### config.mk
export PLATFORM = sky130hd
export DESIGN_NAME = store_buffer_flat
export DESIGN_NICKNAME = d
export VERILOG_FILES = /design/src/rtl/store_buffer_if.sv /design/src/rtl/store_buffer.sv /design/src/flat_wrapper.sv
export SDC_FILE = /design/constraint.sdc
export NUM_CORES = 1
export LEC_CHECK = 0
export CAP_MARGIN = 20
export CORE_ASPECT_RATIO = 1.2
export CORE_MARGIN = 2
export CORE_UTILIZATION = 35
export DETAILED_ROUTE_END_ITERATION = 6
export GPL_ROUTABILITY_DRIVEN = 0
export SLEW_MARGIN = 20
export SYNTH_ARGS = -nofsm -noshare
export SYNTH_HDL_FRONTEND = slang
export SYNTH_SLANG_ARGS = --single-unit
### constraint.sdc
create_clock -name clk -period 7 [get_ports clk]
set_clock_uncertainty 0.15 [all_clocks]
set_input_delay 2.1 -clock clk [delete_from_list [all_inputs] [get_ports clk]]
set_output_delay 2.1 -clock clk [all_outputs]
set_load 0.02 [all_outputs]
### src/rtl/store_buffer_if.sv
// Core store/load port and memory write/read port of the store buffer.
// master = the core/memory side, slave = the buffer itself.
interface store_buffer_if;
  logic        c_wen;
  logic [14:0] c_waddr;
  logic [15:0] c_wdata;
  logic        c_full;
  logic [14:0] c_raddr;
  logic [15:0] c_rdata;
  logic        empty;
  logic        m_wgrant;
  logic        m_wen;
  logic [14:0] m_waddr;
  logic [15:0] m_wdata;
  logic [14:0] m_raddr;
  logic [15:0] m_rdata;

  modport master (
    output c_wen, c_waddr, c_wdata, c_raddr, m_wgrant, m_rdata,
    input  c_full, c_rdata, empty, m_wen, m_waddr, m_wdata, m_raddr
  );

  modport slave (
    input  c_wen, c_waddr, c_wdata, c_raddr, m_wgrant, m_rdata,
    output c_full, c_rdata, empty, m_wen, m_waddr, m_wdata, m_raddr
  );
endinterface

### src/rtl/store_buffer.sv
// Posted-write FIFO between the core store port and the shared memory write port,
// with store merging into the youngest entry and load forwarding from buffered stores.
module store_buffer #(
  parameter int DEPTH = 4
) (
  input logic          clk,
  input logic          reset,
  store_buffer_if.slave bus
);
  localparam int AW = $clog2(DEPTH);
  localparam logic [AW:0] FULL_CNT = (AW+1)'(DEPTH);
  localparam logic [AW:0] ONE_CNT  = (AW+1)'(1);

  logic [14:0]   addr_q [DEPTH];
  logic [15:0]   data_q [DEPTH];
  logic [AW-1:0] head;
  logic [AW-1:0] tail;
  logic [AW-1:0] youngest;
  logic [AW:0]   count;

  logic          pop;
  logic          merge;
  logic          alloc;
  logic          hit_c;
  logic [15:0]   data_c;
  logic [AW-1:0] idx;
  logic          fwd_hit;
  logic [15:0]   fwd_data;

  assign youngest = tail - AW'(1);

  // No drain in a reset cycle: entries are being discarded, not written.
  assign pop = (count != '0) && bus.m_wgrant && !reset;

  // The youngest entry can only be the one draining when it is also the only one.
  assign merge = bus.c_wen && (count != '0) && (addr_q[youngest] == bus.c_waddr)
                 && !(pop && (count == ONE_CNT));
  assign alloc = bus.c_wen && !merge && (count != FULL_CNT);

  // Scan oldest to youngest so the last match wins; draining head is still visible.
  always_comb begin
    hit_c  = 1'b0;
    data_c = '0;
    idx    = '0;
    for (int k = 0; k < DEPTH; k++) begin
      idx = head + AW'(k);
      if (((AW+1)'(k) < count) && (addr_q[idx] == bus.c_raddr)) begin
        hit_c  = 1'b1;
        data_c = data_q[idx];
      end
    end
  end

  always_ff @(posedge clk) begin
    if (reset) begin
      head     <= '0;
      tail     <= '0;
      count    <= '0;
      fwd_hit  <= 1'b0;
      fwd_data <= '0;
    end else begin
      if (pop) begin
        head <= head + AW'(1);
      end
      if (merge) begin
        data_q[youngest] <= bus.c_wdata;
      end
      if (alloc) begin
        addr_q[tail] <= bus.c_waddr;
        data_q[tail] <= bus.c_wdata;
        tail         <= tail + AW'(1);
      end
      count    <= count + (AW+1)'(alloc) - (AW+1)'(pop);
      fwd_hit  <= hit_c;
      fwd_data <= data_c;
    end
  end

  assign bus.m_wen   = pop;
  assign bus.m_waddr = (count != '0) ? addr_q[head] : '0;
  assign bus.m_wdata = (count != '0) ? data_q[head] : '0;
  assign bus.m_raddr = bus.c_raddr;
  assign bus.c_full  = (count == FULL_CNT);
  assign bus.empty   = (count == '0);
  assign bus.c_rdata = fwd_hit ? fwd_data : bus.m_rdata;
endmodule

### src/flat_wrapper.sv
// flat-port wrapper written by rule: the top's interface ports become plain ports
module store_buffer_flat 
#(
  parameter int DEPTH = 4
)
  (clk, reset, bus_c_wen, bus_c_waddr, bus_c_wdata, bus_c_raddr, bus_m_wgrant, bus_m_rdata, bus_c_full, bus_c_rdata, bus_empty, bus_m_wen, bus_m_waddr, bus_m_wdata, bus_m_raddr);
  store_buffer_if bus_i ();
  input logic clk;
  input logic reset;
  input wire logic [$bits(bus_i.c_wen)-1:0] bus_c_wen;
  input wire logic [$bits(bus_i.c_waddr)-1:0] bus_c_waddr;
  input wire logic [$bits(bus_i.c_wdata)-1:0] bus_c_wdata;
  input wire logic [$bits(bus_i.c_raddr)-1:0] bus_c_raddr;
  input wire logic [$bits(bus_i.m_wgrant)-1:0] bus_m_wgrant;
  input wire logic [$bits(bus_i.m_rdata)-1:0] bus_m_rdata;
  output wire logic [$bits(bus_i.c_full)-1:0] bus_c_full;
  output wire logic [$bits(bus_i.c_rdata)-1:0] bus_c_rdata;
  output wire logic [$bits(bus_i.empty)-1:0] bus_empty;
  output wire logic [$bits(bus_i.m_wen)-1:0] bus_m_wen;
  output wire logic [$bits(bus_i.m_waddr)-1:0] bus_m_waddr;
  output wire logic [$bits(bus_i.m_wdata)-1:0] bus_m_wdata;
  output wire logic [$bits(bus_i.m_raddr)-1:0] bus_m_raddr;
  assign bus_i.c_wen = bus_c_wen;
  assign bus_i.c_waddr = bus_c_waddr;
  assign bus_i.c_wdata = bus_c_wdata;
  assign bus_i.c_raddr = bus_c_raddr;
  assign bus_i.m_wgrant = bus_m_wgrant;
  assign bus_i.m_rdata = bus_m_rdata;
  assign bus_c_full = bus_i.c_full;
  assign bus_c_rdata = bus_i.c_rdata;
  assign bus_empty = bus_i.empty;
  assign bus_m_wen = bus_i.m_wen;
  assign bus_m_waddr = bus_i.m_waddr;
  assign bus_m_wdata = bus_i.m_wdata;
  assign bus_m_raddr = bus_i.m_raddr;
  store_buffer #(.DEPTH(DEPTH)) u_core (.clk(clk), .reset(reset), .bus(bus_i));
endmodule
### Word-level counts from Yosys, hierarchy flattened

Memory sizes are Yosys's and may differ from the RTL's. A register that Yosys moved wholly into a read port is not among the register bits.
Index checks and enable logic that the tools add are counted.

* memories: 2
* output and inout port bits: 65
* bits in writable memories: 124
* bits of input ports: 66
* bits in registers: 24

Memories
* u_core.data_q: depth 4, bits a word 16, rd ports 4, clocked after Yosys merged registers in 1, write ports 1, line store_buffer.sv:15 `logic [15:0] data_q [DEPTH];`
* u_core.addr_q: depth 4, bits a word 15, rd ports 5, clocked after Yosys merged registers in 1, write ports 1, line store_buffer.sv:14 `logic [14:0] addr_q [DEPTH];`

* muxes and demuxes: 24
* order comparisons: 4
* equality and inequality tests: 8
* $add $sub $neg: 7
* reductions and logical operators: 18

Operators by type and width (number)
* $mux W16: 7
* $eq A15 B15 Y1: 5
* $reduce_or A16 Y1: 1
* $mux W15: 1
* $logic_and A1 B1 Y1: 12
* $mux W1: 11
* $mux W2: 5
* $lt A1 B3 Y1 const A: 2
* $lt A2 B3 Y1 const A: 2
* $add A2 B1 Y2 const B: 2
* $add A2 B2 Y2 const B: 2
* $add A3 B1 Y3: 1
* $eq A3 B1 Y1 const B: 1
* $eq A3 B3 Y1 const B: 1
* $logic_not A1 Y1: 3
* $logic_not A3 Y1: 1
* $ne A3 B3 Y1 const B: 1
* $reduce_bool A3 Y1: 1
* $sub A3 B1 Y3: 1
* $sub A2 B1 Y2 const B: 1

### Depth between registers and ports, before layout

* depth in word-level cells: 14
* gate-level depth with buffers: 16

### Worst setup path before layout

OpenSTA, ideal clock, no wires.

* path type: input port to output port
* start point: in reset
* end point: out bus_m_wen
* path slack: 1950 ps
* arrival time: 2800 ps
* required time: 4750 ps
* stages on the path: 3
* cells stage by stage: buf_4 -> clkbuf_1 -> nor2_1

* word-level cells in the longest chain between the ends: 2

Ends and longest elaborated chain
* start, declared: line flat_wrapper.sv:9 `input logic reset;`
* $logic_not A1 Y1: line store_buffer.sv:33 `assign pop = (count != '0) && bus.m_wgrant && !reset;`
* $logic_and A1 B1 Y1: line store_buffer.sv:33
* end, declared: line flat_wrapper.sv:19 `output wire logic [$bits(bus_i.m_wen)-1:0] bus_m_wen;`

Every way passes these cells.

### Final worst setup path

* start point: in bus_c_raddr[9]
* end point: out bus_m_raddr[9]

RTL lines
* start, declared: line flat_wrapper.sv:13 `input wire logic [$bits(bus_i.c_raddr)-1:0] bus_c_raddr;`
* end, declared: line flat_wrapper.sv:22 `output wire logic [$bits(bus_i.m_raddr)-1:0] bus_m_raddr;`

No word-level cell between the ends.

==> summary.md <==
| Metric | Value |
|---|---|
| Outcome | `complete, no violations` |
| Count of different cell masters after synthesis | `59` |
| Initial DRC count | `around 440` |
| Worst-path cell chain | `clkdlybuf4s50_1, clkdlybuf4s50_1` |
| Clk root buf | `clkbuf_16` |
| Maximum vdd drop | `0.000149 V` |
| Port bufs | `130` |
| Routed Antenna Nets | `0` |
| Sink Count | `150` |
| Commonest non-fill, non-tap cell in the layout | `clkdlybuf4s50_1` |
| Metal3 WL | `1620 um` |
| Final worst slack | `1.17 ns` |
| Reg2Reg Setup Slack | `2.10 ns` |
| Most used cell, CP | `clkdlybuf4s50_1` |
| Boundary pin count | `131` |
| Share of layout cells above drive strength 1 | `0.214` |
| Storage cell area | `approximately 4300 sq um` |
| Crit path capture type | `primary output` |
| N_diodes | `0` |
| Hold WC Path Type | `reg -> reg` |
| Complex-gate fraction of the synthesized area | `0.0654` |
| Largest family of logic cells by synthesized area | `multiplexers` |
| Final nets | `around 930` |
| # rows | `69` |
| Number of global-route vias before repair | `roughly 7,200` |
| Clk slew on worst S/H paths | `0.06 ns` |
| Post-synth EDFFs | `124` |
| Top Layer Used | `met4` |
| Initial antenna violation count | `0` |
| Final Hold Viols | `0` |
| CP max stage cell | `clkdlybuf4s50_1` |
| Synth Register Bits | `150` |
| CTS resizes | `0` |
| Cts hold-fix bufs | `0` |
| Routed WL per cell | `22.3 um` |
| Total global-route track usage | `0.184` |
| Seq/Total Area, Yosys | `0.408` |
| Total CTS buffers | `17` |
| R2r startpoint | `u_core.tail[0]` |
| RSZ-0062 raised after global routing | `no` |
| Setup violations, final | `0` |
| Met1 wire length | `11,000 um` |
| CP arrival | `3.58 ns` |
| DRC | `0` |
| Grt ovf | `0` |
| Max-slew violations | `0` |
| Fillers | `2,707` |
| Routed WL | `28,200 um` |
| Crit path to | `bus_m_raddr[9]` |
| Internal power | `~2.5 mW` |
| Worst rel slew slack | `0.282` |
| Max cap viols | `0` |
| Switch share | `0.369` |
| Critical path required time | `4.75 ns` |
| End of the worst register-to-register path | `u_core.addr_q[0][13]` |
| Cell family with most CP delay | `buffers and inverters` |
| Total length of routed met2 wires | `15,000 um` |
| Core area | `29,400 sq um` |
| CTS tree | `built` |
| Final HPWL DP | `approximately 20,000 um` |
| Syn. warnings | `0` |
| Final period utilization | `0.833` |
| Clk buf depth | `2` |
| Worst setup path startpoint | `bus_c_raddr[9]` |
| Syn Area/Cell | `13.5 sq um` |
| Slew @ Worst Pin | `1.08 ns` |
| Global-route wire length before repair | `42,600 um` |
| Worst setup SP type | `input pin` |
| Synth-to-Final Area Change | `19.7%` |
| Sum Neg Setup Slack | `0 ns` |
| Multiplexer area fraction after synthesis | `0.312` |
| Combinational fraction of design power | `0.457` |
| Fin crit period | `around 5.8 ns` |
| Via count | `roughly 7,100` |
| Ys flop type | `edfxtp_1` |
| Clock Power Share | `0.241` |
| DIE AREA | `between 30,000 and 40,000 sq um` |
| H-tree depth | `4` |
| Most frequent cells in the layout | `clkdlybuf4s50_1, edfxtp_1, mux4_2` |
| Multi-input combinational cell area | `roughly 5600 sq um` |
| Worst-path fanout max | `9` |
| Post-synth ARST share | `0` |
| Worst reg2reg path depth | `11` |
| Die height | `slightly below 200 um` |
| Min-delay src | `u_core.tail[1]` |
| Slowest cell delay on critical path | `0.78 ns` |
| Syn Nets | `846` |
| Leak pwr | `3.89 nW` |
| Syn Inst Count | `between 700 and 800` |
| Chip width | `161 um` |
| Worst path buffer plus inverter count | `2` |
| # Post-CTS Setup Buffers | `0` |
| FMAX | `171 MHz` |
| Drt first pass iters | `5` |
| WP depth | `2` |
| Mapped Area | `~10,000 sq um` |
| P per Cell Area | `313 nW/um^2` |
| NetSw | `1.44 mW` |
| Vias/cell | `5.60` |
| Post-Synth Adder-Cell Area | `0.0115` |
| Synth Area in XOR/XNOR | `0.0640` |
| Simple-Gate Fraction of Synth Area | `0.0803` |
| Crit Path Class | `in -> out` |
| Starting density of the core | `0.353` |
| Worst-Skew Late Latency | `0.44 ns` |
| Setup WS pre-CTS | `roughly 1.2 ns` |
| Reg power frac | `0.302` |
| Pin count of the biggest net entering global routing | `51` |
## through the flow
stage,hold WS [ns],area (sq um),power [mW],instances,util
finish,0.462,12400,3.89,1261,0.423
CTS,0.463,12400,3.93,1261,0.423
global placement,0.436,11900,2.99,1229,0.403
floorplan,0.395,10400,2.42,771,-
detailed placement,0.451,11900,2.99,1229,0.403
global route,0.546,12400,4.08,1261,0.423
## per-layer routing
| metal | vias up | track usage |
|---|---|---|
| li1 | 3187 | - |
| met1 | 3607 | 0.217 |
| met2 | 243 | 0.341 |
| met3 | 25 | 0.0348 |
| met4 | 0 | 0.0543 |
| met5 | - | 0 |
## synth_stat cells, types with 3 or more instances
cell	instances	area [sq um]
edfxtp_1	124	3720
xor2_1	32	280
buf_2	22	110
a221oi_1	8	70.1
a21o_1	11	82.6
buf_4	23	173
nand4_1	8	50.1
mux4_2	88	1980
nor4_1	7	43.8
a21oi_1	29	145
or2_1	5	31.3
mux2_2	22	248
nor2_1	9	33.8
mux4_4	3	75.1
a211oi_1	4	30.0
buf_6	7	78.8
nor2b_1	32	200
ha_1	8	100
mux2i_1	84	841
a22oi_1	4	30.0
dfxtp_1	26	521
or4b_1	9	90.1
inv_1	31	116
and3_1	8	50.1
or2_2	3	18.8
nand3_1	15	75.1
o21ai_0	7	35.0
xnor2_1	44	385
o22ai_1	5	31.3
mux4_1	4	105
a221oi_2	9	135
buf_1	7	26.3
nand2_1	23	86.3
clkbuf_1	18	67.6
nor3_1	3	15.0
## worst min path at each step
stage / endpoint / cells past startpoint
final: u_core.tail[1] / 2
after detailed placement: u_core.tail[1] / 2
after global routing: u_core.tail[1] / 2
after CTS: u_core.tail[1] / 2
after floorplan: u_core.tail[1] / 2
after global placement: u_core.tail[1] / 2
## power groups by stage
stage | Sequential [mW] | Clock, mW | Combinational [mW]
3_3_place_gp | 1.19 | 0 | 1.79
2_1_floorplan | 1.09 | 0 | 1.33
5_1_grt | 1.19 | 0.984 | 1.91
6_report | 1.17 | 0.938 | 1.78
3_5_place_dp | 1.20 | 0 | 1.79
4_1_cts | 1.18 | 0.953 | 1.80
## layout make-up
cell class	instances	share of cell area
multi-input cells	510	0.447
flip-flops and latches	150	0.342
repair buffers	147	0.115
well taps	390	0.0392
clock buffers	20	0.0359
clock inverters	12	0.0114
inverters	32	0.00965
## kinds of logic (layout without fill, tap and decap cells)
group                    Yosys count  in the layout
XOR/XNOR                          76             76
AO/OA/AOI/OAI                     91             91
buffers and inverters            111            211
flip-flops                       150            150
multiplexers                     201            201
AND/OR/NAND/NOR                  133            133
adder cells (fa/ha/maj)            9              9
## registers in the layout (all words and copies together), names as in the netlist, named ones only
register	cells
u_core.head	2
u_core.tail	2
u_core.count	3
u_core.fwd_hit	1
u_core.data_q	64
u_core.fwd_data	16
u_core.addr_q	60
No activity file was read; power rests on OpenSTA's default activity.
